File: config.mk
export PLATFORM = sky130hd
export DESIGN_NAME = mc_control_fsm
export DESIGN_NICKNAME = d
export VERILOG_FILES = /design/src/rtl/mc_ctrl_pkg.sv /design/src/rtl/mc_control_fsm_if.sv /design/src/rtl/mc_wait_timer.sv /design/src/rtl/mc_control_fsm.sv
export SDC_FILE = /design/constraint.sdc
export NUM_CORES = 1
export LEC_CHECK = 0
export CELL_PAD_IN_SITES_DETAIL_PLACEMENT = 1
export CELL_PAD_IN_SITES_GLOBAL_PLACEMENT = 2
export CORE_ASPECT_RATIO = 1.25
export CORE_UTILIZATION = 24
export CTS_CLUSTER_SIZE = 16
export DETAILED_ROUTE_END_ITERATION = 8
export GPL_TIMING_DRIVEN = 0
export PLACE_DENSITY_LB_ADDON = 0.3
export SLEW_MARGIN = 20
export SYNTH_ARGS = -nofsm -noshare
export SYNTH_HDL_FRONTEND = slang
export SYNTH_SLANG_ARGS = --single-unit
File: constraint.sdc
create_clock -name clk_in -period 2 [get_ports clk_in]
set_input_delay 0.2 -clock clk_in [delete_from_list [all_inputs] [get_ports clk_in]]
set_output_delay 0.2 -clock clk_in [all_outputs]
set_load 0.05 [all_outputs]
File: src/rtl/mc_ctrl_pkg.sv
// Shared definitions for the multi-cycle control FSM.
// Holds the 4-bit state encodings, the opcode/funct constants, the
// encodings of the pc_src / alu_src_b / alu_op selects, and a helper
// that recognises the supported R-type funct codes.
package mc_ctrl_pkg;

  typedef enum logic [3:0] {
    S_FETCH  = 4'd0,
    S_DECODE = 4'd1,
    S_MEMADR = 4'd2,
    S_MEMRD  = 4'd3,
    S_MEMWB  = 4'd4,
    S_MEMWR  = 4'd5,
    S_EXEC   = 4'd6,
    S_ALUWB  = 4'd7,
    S_ADDIEX = 4'd8,
    S_ADDIWB = 4'd9,
    S_BRANCH = 4'd10,
    S_JUMP   = 4'd11,
    S_TRAP   = 4'd12
  } state_e;

  // Opcodes
  localparam logic [5:0] OP_RTYPE = 6'b000000;
  localparam logic [5:0] OP_ADDI  = 6'b001000;
  localparam logic [5:0] OP_LW    = 6'b100011;
  localparam logic [5:0] OP_SW    = 6'b101011;
  localparam logic [5:0] OP_BEQ   = 6'b000100;
  localparam logic [5:0] OP_BNE   = 6'b000101;
  localparam logic [5:0] OP_J     = 6'b000010;

  // R-type funct codes
  localparam logic [5:0] FN_ADD = 6'b100000;
  localparam logic [5:0] FN_SUB = 6'b100010;
  localparam logic [5:0] FN_AND = 6'b100100;
  localparam logic [5:0] FN_OR  = 6'b100101;
  localparam logic [5:0] FN_SLT = 6'b101010;

  // pc_src encodings
  localparam logic [1:0] PC_ALU    = 2'b00;
  localparam logic [1:0] PC_ALUOUT = 2'b01;
  localparam logic [1:0] PC_JUMP   = 2'b10;
  localparam logic [1:0] PC_TRAP   = 2'b11;

  // alu_src_b encodings
  localparam logic [1:0] SRCB_B      = 2'b00;
  localparam logic [1:0] SRCB_FOUR   = 2'b01;
  localparam logic [1:0] SRCB_IMM    = 2'b10;
  localparam logic [1:0] SRCB_IMM_SH = 2'b11;

  // alu_op encodings
  localparam logic [1:0] ALU_ADD   = 2'b00;
  localparam logic [1:0] ALU_SUB   = 2'b01;
  localparam logic [1:0] ALU_FUNCT = 2'b10;

  function automatic logic is_rtype_funct(logic [5:0] fn);
    return fn inside {FN_ADD, FN_SUB, FN_AND, FN_OR, FN_SLT};
  endfunction

endpackage

File: src/rtl/mc_control_fsm_if.sv
// Link between the control FSM and its memory wait timer.
// Handshake: busy is high while the FSM sits in a state that waits on
// memory; ready mirrors mem_ready_in; clear is pulsed on the cycle the
// FSM leaves its current state; expire is a combinational flag meaning
// "this busy cycle is the last one allowed with ready still low".
//   master (FSM)  : drives clear, busy, ready; samples expire
//   slave  (timer): samples clear, busy, ready; drives expire
interface mc_control_fsm_if;
  logic clear;
  logic busy;
  logic ready;
  logic expire;

  modport master (output clear, output busy, output ready, input expire);
  modport slave  (input clear, input busy, input ready, output expire);
endinterface

File: src/rtl/mc_wait_timer.sv
// Memory wait counter with timeout compare.
// Counts cycles spent busy with ready low; clears when the FSM leaves
// the waiting state. expire flags the cycle where the count has reached
// MEM_TIMEOUT-1 and ready is still low. MEM_TIMEOUT = 0 disables expire.
// Ports: clk_in, rst_n_in (async active-low), tmr (slave side of link).
module mc_wait_timer #(
  parameter int unsigned MEM_TIMEOUT = 16
) (
  input logic              clk_in,
  input logic              rst_n_in,
  mc_control_fsm_if.slave  tmr
);

  localparam int unsigned CNT_W = (MEM_TIMEOUT > 1) ? $clog2(MEM_TIMEOUT) : 1;
  localparam int unsigned LIMIT = (MEM_TIMEOUT == 0) ? 0 : MEM_TIMEOUT - 1;

  logic [CNT_W-1:0] count;

  always_ff @(posedge clk_in or negedge rst_n_in) begin
    if (!rst_n_in) begin
      count <= '0;
    end else if (tmr.clear) begin
      count <= '0;
    end else if (tmr.busy && !tmr.ready) begin
      count <= count + 1'b1;
    end
  end

  // Ready arriving on the limit cycle suppresses expire, so a late
  // completion still takes the normal path.
  assign tmr.expire = (MEM_TIMEOUT != 0) && tmr.busy && !tmr.ready &&
                      (count == CNT_W'(LIMIT));

endmodule

File: src/rtl/mc_control_fsm.sv
// Multi-cycle control FSM: sequences FETCH/DECODE/EXECUTE/MEM/WRITEBACK
// for R-type, ADDI, LW, SW, BEQ, BNE and J, driving every mux select and
// write enable of the shared-memory datapath.
// Inputs : clk_in, rst_n_in (async active-low), op_in/func_in from IR,
//          mem_ready_in (memory access completes this cycle).
// Outputs: PC control (pc_write, pc_write_cond, branch_ne, pc_src),
//          memory control (iord, mem_read, mem_write), ir_write,
//          register-file control (reg_dst, reg_write, mem_to_reg),
//          ALU control (alu_src_a, alu_src_b, alu_op), sticky err_code
//          (01 illegal, 10 memory timeout) and state_out for debug.
module mc_control_fsm
  import mc_ctrl_pkg::*;
#(
  parameter int          OP_W        = 6,
  parameter int          FUNC_W      = 6,
  parameter bit          EN_BNE      = 1'b1,
  parameter int unsigned MEM_TIMEOUT = 16
) (
  input  logic              clk_in,
  input  logic              rst_n_in,
  input  logic [OP_W-1:0]   op_in,
  input  logic [FUNC_W-1:0] func_in,
  input  logic              mem_ready_in,
  output logic              pc_write_out,
  output logic              pc_write_cond_out,
  output logic              branch_ne_out,
  output logic [1:0]        pc_src_out,
  output logic              iord_out,
  output logic              mem_read_out,
  output logic              mem_write_out,
  output logic              ir_write_out,
  output logic              reg_dst_out,
  output logic              reg_write_out,
  output logic              mem_to_reg_out,
  output logic              alu_src_a_out,
  output logic [1:0]        alu_src_b_out,
  output logic [1:0]        alu_op_out,
  output logic [1:0]        err_code_out,
  output logic [3:0]        state_out
);

  state_e     state_q, state_d;
  logic [1:0] err_q;
  logic       set_illegal, set_timeout;
  logic       pc_write, pc_write_cond, mem_read, mem_write, ir_write, reg_write;
  logic [5:0] op6, fn6;

  mc_control_fsm_if tmr_if ();

  mc_wait_timer #(.MEM_TIMEOUT(MEM_TIMEOUT)) u_wait_timer (
    .clk_in   (clk_in),
    .rst_n_in (rst_n_in),
    .tmr      (tmr_if)
  );

  assign op6 = 6'(op_in);
  assign fn6 = 6'(func_in);

  assign tmr_if.busy  = (state_q == S_FETCH) || (state_q == S_MEMRD) ||
                        (state_q == S_MEMWR);
  assign tmr_if.ready = mem_ready_in;
  assign tmr_if.clear = (state_d != state_q);

  always_ff @(posedge clk_in or negedge rst_n_in) begin
    if (!rst_n_in) begin
      state_q <= S_FETCH;
    end else begin
      state_q <= state_d;
    end
  end

  always_ff @(posedge clk_in or negedge rst_n_in) begin
    if (!rst_n_in) begin
      err_q <= 2'b00;
    end else begin
      err_q <= err_q | {set_timeout, set_illegal};
    end
  end

  always_comb begin
    state_d        = state_q;
    set_illegal    = 1'b0;
    set_timeout    = 1'b0;
    pc_write       = 1'b0;
    pc_write_cond  = 1'b0;
    mem_read       = 1'b0;
    mem_write      = 1'b0;
    ir_write       = 1'b0;
    reg_write      = 1'b0;
    branch_ne_out  = 1'b0;
    pc_src_out     = PC_ALU;
    iord_out       = 1'b0;
    reg_dst_out    = 1'b0;
    mem_to_reg_out = 1'b0;
    alu_src_a_out  = 1'b0;
    alu_src_b_out  = SRCB_B;
    alu_op_out     = ALU_ADD;

    case (state_q)
      S_FETCH: begin
        mem_read      = 1'b1;
        alu_src_b_out = SRCB_FOUR;
        if (mem_ready_in) begin
          ir_write = 1'b1;
          pc_write = 1'b1;
          state_d  = S_DECODE;
        end else if (tmr_if.expire) begin
          set_timeout = 1'b1;
          state_d     = S_TRAP;
        end
      end
      S_DECODE: begin
        // Branch target is computed here speculatively into ALUOut.
        alu_src_b_out = SRCB_IMM_SH;
        if (op6 == OP_RTYPE) begin
          if (is_rtype_funct(fn6)) begin
            state_d = S_EXEC;
          end else begin
            set_illegal = 1'b1;
            state_d     = S_TRAP;
          end
        end else if ((op6 == OP_LW) || (op6 == OP_SW)) begin
          state_d = S_MEMADR;
        end else if (op6 == OP_ADDI) begin
          state_d = S_ADDIEX;
        end else if ((op6 == OP_BEQ) || (EN_BNE && (op6 == OP_BNE))) begin
          state_d = S_BRANCH;
        end else if (op6 == OP_J) begin
          state_d = S_JUMP;
        end else begin
          set_illegal = 1'b1;
          state_d     = S_TRAP;
        end
      end
      S_MEMADR: begin
        alu_src_a_out = 1'b1;
        alu_src_b_out = SRCB_IMM;
        state_d       = (op6 == OP_SW) ? S_MEMWR : S_MEMRD;
      end
      S_MEMRD: begin
        mem_read = 1'b1;
        iord_out = 1'b1;
        if (mem_ready_in) begin
          state_d = S_MEMWB;
        end else if (tmr_if.expire) begin
          set_timeout = 1'b1;
          state_d     = S_TRAP;
        end
      end
      S_MEMWB: begin
        reg_write      = 1'b1;
        mem_to_reg_out = 1'b1;
        state_d        = S_FETCH;
      end
      S_MEMWR: begin
        mem_write = 1'b1;
        iord_out  = 1'b1;
        if (mem_ready_in) begin
          state_d = S_FETCH;
        end else if (tmr_if.expire) begin
          set_timeout = 1'b1;
          state_d     = S_TRAP;
        end
      end
      S_EXEC: begin
        alu_src_a_out = 1'b1;
        alu_src_b_out = SRCB_B;
        alu_op_out    = ALU_FUNCT;
        state_d       = S_ALUWB;
      end
      S_ALUWB: begin
        reg_write   = 1'b1;
        reg_dst_out = 1'b1;
        state_d     = S_FETCH;
      end
      S_ADDIEX: begin
        alu_src_a_out = 1'b1;
        alu_src_b_out = SRCB_IMM;
        state_d       = S_ADDIWB;
      end
      S_ADDIWB: begin
        reg_write = 1'b1;
        state_d   = S_FETCH;
      end
      S_BRANCH: begin
        alu_src_a_out = 1'b1;
        alu_op_out    = ALU_SUB;
        pc_write_cond = 1'b1;
        pc_src_out    = PC_ALUOUT;
        branch_ne_out = (op6 == OP_BNE);
        state_d       = S_FETCH;
      end
      S_JUMP: begin
        pc_write   = 1'b1;
        pc_src_out = PC_JUMP;
        state_d    = S_FETCH;
      end
      S_TRAP: begin
        pc_write   = 1'b1;
        pc_src_out = PC_TRAP;
        state_d    = S_FETCH;
      end
      default: begin
        state_d = S_FETCH;
      end
    endcase
  end

  // Strobes are masked by the raw reset so a mid-access reset drops
  // them immediately instead of waiting for the state register.
  assign pc_write_out      = pc_write      & rst_n_in;
  assign pc_write_cond_out = pc_write_cond & rst_n_in;
  assign mem_read_out      = mem_read      & rst_n_in;
  assign mem_write_out     = mem_write     & rst_n_in;
  assign ir_write_out      = ir_write      & rst_n_in;
  assign reg_write_out     = reg_write     & rst_n_in;

  assign err_code_out = err_q;
  assign state_out    = state_q;

endmodule

==> reports/metrics.yaml, run 1 <==
busiest_layer: "met2"
synth_nets: 140
place_congestion: 0.742
cts_sinks: 10
holdWs_ns: 0.107
max_freq_mhz: 503
yosys_warnings: 0
leakage_nw: 0.661
num_rows: 26
synth_edf_count: 0
antenna_cells: 0
drt-initial-drc-count: 17
ys_ff_latch: 10
core_um2: 4070
initial_core_util: 0.250
fin_nets: 190
dr.pass1.iters: 3
slew_violations: 0
p_comb_frac: 0.769
yosysSeqAreaShare: 0.247
grt.met2_usage: 0.275
crit_fanout: 6
power_density_nw_per_um2: 1450
io_buffers: 36
clock_latency_ns: 0.24
cts_buffers: 3
clockBufferDepth: 2
power.internal_mw: 1.18
worst_setup_path_end_kind: "register"
boundaryPins: 38
switchingPower_mw: 1.33
antenna_left: 0
min_period_ns: 1.99
cp.buffers_inverters: 4
area_delta_synth_final_pct: 70.3
first_global_vias: 1108
p_total_mw: 2.51
ff_latch_area_um2: 255
start_kind: "register"
grt_pass1_wl_mm: 5.30
p_seq_frac: 0.129
fin_util: 0.425
grt_use_met1: 0.195
setup_violations: 0
ir_worst_vdd_mv: 0.580
max-slew-margin-rel: 0.556
r2r_cells: 9
finalHoldViolations: 0
drive_gt1_frac: 0.439
overflow: 0
critical_path_required_ns: 2.11
drc_errors: 0
finalCritPeriodShare: 0.993
synth_area_um2: 1010
met3_usage: 0.0155
syn_area_per_cell_um2: 8.18
n_fill_cell: 473
worstHoldPathType: "in -> async"
root_buffer: "clkbuf_8"
cpPeakStageDelay_ns: 0.44
cts.clk_slew.worst_paths_ns: 0.05
ys.flop_type: "dfrtp_1"
cts_max_level: 1
yosys.cell_types.count: 48
drv_cap: 0
dieArea_um2: 4490
cp.depth: 9
cp_cell_sequence: "buf_4 > buf_4 > xnor2_1 > a22oi_2 > buf_4 > nand2_1 > o2111ai_4 > buf_6 > nor4_2"
dpl.hpwl_mm: 2.57
tightest_slew_ns: 0.667
netlist_instances: 124
slowest_stage: "dfrtp_2"
drt-total-wl_mm: 3.61
grt_usage: 0.153
multi_input_comb_area_um2: 882
fin_skew_ns: 0.00142
layout_setup_ws_ns: 0.0131
clockPowerShare: 0.103
vias: 1163
status: "finished, final reports clean"
die_y_um: 74.7
antenna_found_initial: 0
worstSetupPathType: "reg -> reg"
dp_cells: 216
die_w_um: 60.2
swShare: 0.529
cts_tree: "done"
post_drt_wl_per_cell_um: 15.7
cp_top_family: "buffers and inverters"
vias_per_cell: 5.08
crit_arrival_ns: 2.09
synthArstFlopShare: 1.00
grt_start_max_net_pins: 16
critPathMostFrequentCell: "buf_4"
fin_cells: 229
place_ws_ns: -0.640
rsz0062_at_grt: "yes"
cell families (layout without fill, tap and decap cells):
family / after synthesis / in the layout / share of synthesized area
and+or+nand+nor: 61 / 61 / 0.372
AOI/OAI and AO/OA: 30 / 30 / 0.223
buffers and inverters: 12 / 61 / 0.0555
DFF: 10 / 10 / 0.247
xor gates and xnor gates: 7 / 7 / 0.0604
muxes: 3 / 3 / 0.0296
adders and majority gates: 1 / 1 / 0.0123
through the flow:
| stage | setup TNS, ns | area [um^2] |
|---|---|---|
| 2_1_floorplan | -0.464 | 1110 |
| 4_1_cts | 0 | 1600 |
| 3_3_place_gp | -5.40 | 1540 |
| 6_report | 0 | 1730 |
| 5_1_grt | -0.426 | 1730 |
| 3_5_place_dp | -5.71 | 1540 |
path summary, 6_finish.rpt:
path / from / to / slack, ns
max: state_out[2] / u_wait_timer.count[1] / 0.01
min: rst_n_in / err_code_out[1] / 0.11
max reg2reg: state_out[2] / u_wait_timer.count[1] / 0.01
min reg2reg: err_code_out[1] / err_code_out[1] / 0.47
max in group asynchronous: rst_n_in / state_out[3] / 1.43
min in group clk_in: err_code_out[1] / err_code_out[1] / 0.47
state kept, by name (all words and copies together) (netlist names):
signal	count
state_out	4
u_wait_timer.count	4
err_code_out	2
synth_stat cells (all sizes together), types with 2 or more instances:
cell / count / area (um^2)
nor2: 12 / 45.0
dfrtp: 10 / 250
a21oi: 7 / 35.0
nand2: 7 / 26.3
buf: 6 / 33.8
nand2b: 6 / 37.5
nor4: 6 / 43.8
nand3: 5 / 25.0
xnor2: 5 / 43.8
nor3: 4 / 20.0
o21bai: 4 / 33.8
clkbuf: 3 / 11.3
inv: 3 / 11.3
mux2i: 3 / 30.0
o21ai: 3 / 18.8
a211oi: 2 / 15.0
a21o: 2 / 15.0
and3b: 2 / 17.5
and4bb: 2 / 25.0
nand4b: 2 / 17.5
nor2b: 2 / 12.5
nor3b: 2 / 15.0
nor4b: 2 / 17.5
nor4bb: 2 / 20.0
o21a: 2 / 15.0
or2: 2 / 12.5
xor2: 2 / 17.5
timing repair:
item / 4_1_cts / 5_1_grt
setup endpoints to repair: 21 / 17
setup buffers: 1 / 11
pin swaps: 4 / 5
endpoints found under the hold margin: 0 / 0
hold buffers: 0 / 0
gates resized for setup: 71 / 23
routing by layer:
metal / up-vias / routed length, um
met3: 2 / 130
li1: 562 / -
met2: 24 / 1920
met5: - / 0
met1: 575 / 1540
met4: 0 / 16
power groups by stage:
stage	clock network [mW]	logic, mW	registers (mW)
floorplan	0	1.15	0.396
global placement	0	1.68	0.288
detailed placement	0	1.71	0.292
CTS	0.265	1.72	0.289
global route	0.273	2.05	0.330
finish	0.257	1.93	0.322
layout make-up:
cell class                 instances  share of cell area
inverter                           3             0.00652
buffer                             6              0.0232
tap                               56              0.0406
sequential                        10               0.148
multi-input combinational        102               0.510
clock buffer                       4              0.0319
timing repair buffer              48               0.240
cell usage in the layout, fill, tap and decap left out, types with 3 or more instances in the layout:
cell type        Yosys  layout
clkdlybuf4s50_1      0      18
buf_4                0      15
nor2_1              12       8
nand2_1              7       7
buf_2                3       6
dfrtp_1             10       6
xnor2_1              5       5
nand3_1              5       5
nor4_2               1       5
a21oi_1              7       4
nand2b_1             6       4
clkbuf_8             0       4
dfrtp_2              0       4
o21bai_1             3       3
mux2i_1              3       3
a21oi_2              0       3
dlygate4sd2_1        0       3
clkdlybuf4s15_2      0       3
(Power assumes the default switching activity.)
==> inputs of run 2 (changes only) <==
- CORE_UTILIZATION: 24 -> 22
- clock period: 2 -> 1.7 ns (I/O delays scaled with it)
==> run 2 against run 1 <==
Critical path depth fell by 3. The run now ends with negative setup slack left. Cell area grew 29%. Die area up 8.8%. Via count grew 10%. Global-route usage increased by 2.2 points. Maximum frequency shrank 0.36%. Sequential share of layout area decreased by 3.4 points.
==> reports/metrics.yaml, run 2 (synthesis results as in run 1) <==
clockPowerShare: 0.080  # -0.023
violations: "negative setup slack"
p_seq_frac: 0.089  # -0.040
area_delta_synth_final_pct: 120
crit_fanout: 4  # -2
worst_setup_path_end_kind: "register"
drv_cap: 0  # unchanged
drc_errors: 0  # unchanged
setup_violations: 22  # +22
cts_sinks: 10  # unchanged
clockBufferDepth: 2  # unchanged
drive_gt1_frac: 0.581  # +0.142
switchingPower_mw: 1.91  # +44%
antenna_found_initial: 0  # unchanged
grt_usage: 0.175  # +0.0220
fin_util: 0.505  # +0.0803
finalHoldViolations: 0  # unchanged
root_buffer: "clkbuf_8"
die_y_um: 77.9  # +4.3%
antenna_left: 0  # unchanged
vias_per_cell: 5.16  # +1.5%
swShare: 0.489  # -0.0407
crit_arrival_ns: 2.10  # about the same
num_rows: 27  # +3.8%
io_buffers: 36  # unchanged
drt-total-wl_mm: 4.50  # +25%
cp.depth: 6  # -3
first_global_vias: 1303  # +18%
fin_nets: 208  # +9.5%
vias: 1284  # +10%
ir_worst_vdd_mv: 0.545  # -6.0%
ff_latch_area_um2: 255  # unchanged
power_density_nw_per_um2: 1750  # +20%
dieArea_um2: 4890  # +8.8%
n_fill_cell: 480  # +1.5%
cpPeakStageDelay_ns: 0.53  # +0.09 ns
core_um2: 4430  # +8.8%
cts_tree: "done"
min_period_ns: 1.99  # +0.00722 ns
cts.clk_slew.worst_paths_ns: 0.06  # about the same
holdWs_ns: 0.122  # +0.0145 ns
cp.buffers_inverters: 1  # -3
power.internal_mw: 2.00  # +69%
dr.pass1.iters: 5  # +2
status: "finished with violations"
multi_input_comb_area_um2: 1030  # +17%
slew_violations: 0  # unchanged
antenna_cells: 0  # unchanged
rsz0062_at_grt: "yes"
cp_cell_sequence: "buf_8 > or4b_4 > a21o_1 > o21a_1 > a31oi_4 > nor4_2"
cts_buffers: 3  # unchanged
fin_skew_ns: 0.0110  # +0.00962 ns
post_drt_wl_per_cell_um: 18.1  # +15%
hold_buffers: 0  # unchanged
worstSetupPathType: "reg -> reg"
die_w_um: 62.7  # +4.3%
grt_pass1_wl_mm: 6.56  # +24%
worstHoldPathType: "in -> async"
max-slew-margin-rel: 0.465  # -0.0910
cp_top_family: "compound AO/OA/AOI/OAI gates"
drt-initial-drc-count: 38  # +21
leakage_nw: 0.887  # +34%
overflow: 0  # unchanged
slowest_stage: "or4b_4"
final_cell_mix: "buf_6 (17), buf_4 (17), clkdlybuf4s50_1 (15)"
layout_setup_ws_ns: -0.294  # -0.307 ns
boundaryPins: 38  # unchanged
start_kind: "register"
design_area_um2: 2240  # +29%
placed_area_um2: 1650  # +7.0%
dpl.hpwl_mm: 2.67  # +4.2%
p_total_mw: 3.91  # +56%
clock_latency_ns: 0.25  # about the same
grt_start_max_net_pins: 16  # unchanged
critical_path_required_ns: 1.81  # -0.30 ns
tightest_slew_ns: 0.803  # +0.137 ns
initial_core_util: 0.229  # -0.0202
cts_max_level: 1  # unchanged
r2r_cells: 6  # -3
max_freq_mhz: 501  # -0.36%
finalCritPeriodShare: 1.17  # +0.180
p_comb_frac: 0.831  # +0.062
place_congestion: 0.801  # +7.9%
## run 2: worst reg2reg max path, stage by stage, from the launching register on
cell     delay [ns]
dfrtp_2        0.42
buf_8          0.13
or4b_4         0.53
a21o_1         0.21
o21a_1         0.24
a31oi_4        0.23
nor4_2         0.09
## run 2: worst paths after layout
| kind | from | endpoint | slack (ns) |
|---|---|---|---|
| setup / recovery | state_out[3] | u_wait_timer.count[0] | -0.29 |
| hold / removal | rst_n_in | state_out[3] | 0.12 |
| setup reg to reg | state_out[3] | u_wait_timer.count[0] | -0.29 |
| hold reg to reg | err_code_out[1] | err_code_out[1] | 0.48 |
| max in group asynchronous | rst_n_in | state_out[1] | 1.02 |
| min in group clk_in | err_code_out[1] | err_code_out[1] | 0.48 |
## run 2: power groups by stage
| stage | Sequential (mW) | Combinational (mW) | Clock, mW |
|---|---|---|---|
| 6_report | 0.348 | 3.25 | 0.312 |
| 2_1_floorplan | 0.473 | 1.55 | 0 |
| 3_5_place_dp | 0.360 | 2.21 | 0 |
| 5_1_grt | 0.356 | 3.38 | 0.332 |
| 3_3_place_gp | 0.355 | 2.17 | 0 |
| 4_1_cts | 0.345 | 2.88 | 0.316 |
## run 2: routing by layer
metal	part of all wire	routed length, um	global-route usage
met5	0	0	0
met4	0.027	121	0.0535
met2	0.57	2550	0.326
met3	0.028	124	0.0338
met1	0.38	1700	0.196
## run 2: area by class of cell
class | instances | share of cell area
Tap cell | 58 | 0.0325
Sequential cell | 10 | 0.114
Clock buffer | 4 | 0.0246
Timing Repair Buffer | 63 | 0.290
Inverter | 3 | 0.0106
Buffer | 9 | 0.0655
Multi-Input combinational cell | 102 | 0.462
## run 2: stage by stage
| step | TNS, ns | worst slack, ns | instances |
|---|---|---|---|
| floorplan | -2.05 | -0.261 | 124 |
| global placement | -10.44 | -1.01 | 218 |
| detailed placement | -10.65 | -0.962 | 218 |
| CTS | -2.77 | -0.272 | 240 |
| global route | -4.24 | -0.348 | 249 |
| finish | -2.98 | -0.294 | 249 |
## run 2: what timing repair did
item                       CTS  global route
cloned                       1             1
gates resized for setup    149            35
pin swaps                   10            10
setup endpoints to repair   26            27
buffers inserted            17             8
==> inputs of run 3 (changes only) <==
- CAP_MARGIN: unset -> 15
- PLACE_DENSITY_LB_ADDON: 0.3 -> 0.1
- SYNTH_HIERARCHICAL: unset -> 1
==> run 3 against run 2 <==
The run still ends with negative setup slack left. Clock power shrank 5%. Critical path type unchanged. Sequential cell count is the same. Utilization shrank 4.2 points. Via count shrank 3.5%. Highest routed layer is now met3. Critical endpoint is now u_wait_timer/count[3].
==> reports/metrics.yaml, run 3 <==
slowest_stage: "dfrtp_2"
clockBufferDepth: 2  # unchanged
cpPeakStageDelay_ns: 0.41  # -0.12 ns
worstReg2RegEnd: "u_wait_timer/count[3]"
dr.pass1.iters: 4  # -1
yosys_warnings: 6  # +6
min_period_ns: 2.70  # +0.706 ns
synth_area_um2: 1050  # +3.7%
drv_cap: 0  # unchanged
fin_nets: 212  # +1.9%
leakage_nw: 0.868  # -2.1%
synthArstFlopShare: 1.00  # unchanged
final_common_cell: "buf_4"
place_ws_ns: -1.21  # -0.243 ns
start_kind: "register"
layout_setup_ws_ns: -1.00  # -0.706 ns
cts_tree: "done"
synth_common_cells: "nor2_1 (27), dfrtp_1 (10), nand2_1 (10)"
max_freq_mhz: 370  # -26%
synth.most_common_cell: "nor2_1"
fin_cells: 253  # +1.6%
dpl.hpwl_mm: 2.88  # +7.7%
finalCritPeriodShare: 1.59  # +0.415
tns_ns: -6.22  # -3.24 ns
grt_pass1_wl_mm: 6.37  # -2.9%
worstHoldPathType: "in -> async"
design_area_um2: 2080  # -6.9%
cts_max_level: 1  # unchanged
root_buffer: "clkbuf_8"
fin_skew_ns: 0.00150  # -0.00954 ns
holdWs_ns: 0.141  # +0.0189 ns
reg2reg_from: "state_out[2]"
cts_buffers: 3  # unchanged
antenna_left: 0  # unchanged
ys_top_cells_by_area: "dfrtp_1 (24%), nor2_1 (9.6%), nor4b_4 (4.5%)"
drc_errors: 0  # unchanged
yosys.area.top_type_share: 0.238  # -0.00880
syn_area_per_cell_um2: 7.74  # -5.5%
vias: 1239  # -3.5%
p_total_mw: 3.36  # -14%
grt.met2_usage: 0.319  # -0.00694
netlist_instances: 136  # +9.7%
crit_arrival_ns: 2.87  # +0.77 ns
violations: "negative setup slack"
ir_worst_vdd_mv: 0.597  # +9.5%
worstSetupPathType: "reg -> reg"
r2r_setup_slack_ns: -1.00  # -0.71 ns
worst_setup_path_end_kind: "register"
r2r_cells: 13  # +7
n_fill_cell: 515  # +7.3%
place_congestion: 0.777  # -3.0%
crit_fanout: 4  # unchanged
grt_usage: 0.160  # -0.0144
drt-total-wl_mm: 3.93  # -13%
dieArea_um2: 5060  # +3.6%
synth_edf_count: 0  # unchanged
fin_util: 0.463  # -0.0418
met3_usage: 0.0101  # -0.0238
core_um2: 4490  # +1.5%
clock_latency_ns: 0.23  # -0.02 ns
post_drt_wl_per_cell_um: 15.5  # -14%
critical_path_required_ns: 1.87  # +0.06 ns
cp_top_family: "simple AND/OR/NAND/NOR gates"
die_y_um: 79.3  # +1.8%
placed_area_um2: 1630  # -0.91%
antenna_cells: 0  # unchanged
finalHoldViolations: 0  # unchanged
slew_violations: 0  # unchanged
cts.clk_slew.worst_paths_ns: 0.05  # about the same
grt_use_met1: 0.181  # -0.0149
synth_nets: 152  # +8.6%
ys_ff_latch: 10  # unchanged
drive_gt1_frac: 0.513  # -0.0683
first_global_vias: 1352  # +3.8%
hold_buffers: 0  # unchanged
antenna_found_initial: 0  # unchanged
max-slew-margin-rel: 0.466  # +0.00165
die_w_um: 63.9  # +1.8%
busiest_layer: "met2"
yosysTopAreaCell: "dfrtp_1"
drt-initial-drc-count: 18  # -53%
yosysSeqAreaShare: 0.238  # -0.00880
tightest_slew_ns: 0.801  # -0.00247 ns
yosys.cell_types.count: 48  # unchanged
vias_per_cell: 4.90  # -5.0%
status: "finished with violations"
rsz0062_at_grt: "yes"
setup_violations: 16  # -27%
cp.buffers_inverters: 1  # unchanged
ys.flop_type: "dfrtp_1"
overflow: 0  # unchanged
io_buffers: 37  # +2.8%
area_delta_synth_final_pct: 97.9
boundaryPins: 38  # unchanged
final_cell_mix: "buf_4 (20), nor2_1 (16), clkdlybuf4s50_1 (15)"
initial_core_util: 0.234  # +0.00491
num_rows: 27  # unchanged
dp_cells: 231  # +6.0%
cp_cell_sequence: "buf_8 > xnor2_4 > mux2i_4 > nor2_2 > nor2b_4 > and4_4 > or3b_1 > a21oi_2 > o211ai_1 > a21bo_1 > o221ai_2 > nor2b_1 > mux2_4"
grt_start_max_net_pins: 16  # unchanged
cts_sinks: 10  # unchanged
power_density_nw_per_um2: 1610  # -7.6%
## run 3: metal layers
layer  routed length, um  up-vias
met5                   0        -
met4                   0        0
met3                  86        0
met2                2270       20
met1                1580      610
li1                    -      609
## run 3: area by class of cell
| class | instances | area [um^2] | area share |
|---|---|---|---|
| Multi-Input combinational cell | 118 | 1050 | 0.507 |
| Sequential cell | 10 | 255 | 0.123 |
| Inverter | 1 | 6.26 | 0.00300 |
| Buffer | 6 | 78.8 | 0.0379 |
| Tap cell | 58 | 72.6 | 0.0349 |
| Clock buffer | 4 | 55.1 | 0.0264 |
| Timing Repair Buffer | 56 | 559 | 0.269 |
## run 3: cell families after synthesis
group / count (synthesis) / share of synthesized area
compound gates: 34 / 0.231
xor+xnor: 4 / 0.0333
fa+ha+maj: 1 / 0.0119
buf+inv: 8 / 0.0392
flops: 10 / 0.238
mux: 4 / 0.0440
simple gates: 75 / 0.403
## run 3: worst max path at each step
stage,from,to,slack (ns),depth (start not counted)
floorplan,state_out[0],u_wait_timer/count[3],-1.02,13
global placement,state_out[0],u_wait_timer/count[3],-1.19,13
detailed placement,state_out[0],u_wait_timer/count[3],-1.21,12
CTS,state_out[2],u_wait_timer/count[3],-0.98,13
global route,state_out[2],u_wait_timer/count[3],-1.10,13
finish,state_out[2],u_wait_timer/count[3],-1.00,13
## run 3: worst register-to-register path: stages, from the launching register on
cell and delay [ns]:
dfrtp_2 0.41, buf_8 0.14, xnor2_4 0.17, mux2i_4 0.09, nor2_2 0.11, nor2b_4 0.16, and4_4 0.23, or3b_1 0.36
a21oi_2 0.12, o211ai_1 0.16, a21bo_1 0.24, o221ai_2 0.14, nor2b_1 0.16, mux2_4 0.16
## run 3: where the power goes
part           switching (mW)  total [mW]  leakage (nW)  internal (mW)
Sequential             0.0428       0.332         0.125          0.289
Combinational            1.53        2.73         0.715           1.21
Clock                  0.0922       0.296        0.0288          0.204
## run 3: timing repair
action / 4_1_cts / 5_1_grt
setup endpoints to repair: 26 / 26
pin swaps: 8 / 6
hold endpoints to repair: 0 / 0
setup buffers: 14 / 5
gates cloned: 0 / 0
gates resized for setup: 144 / 44
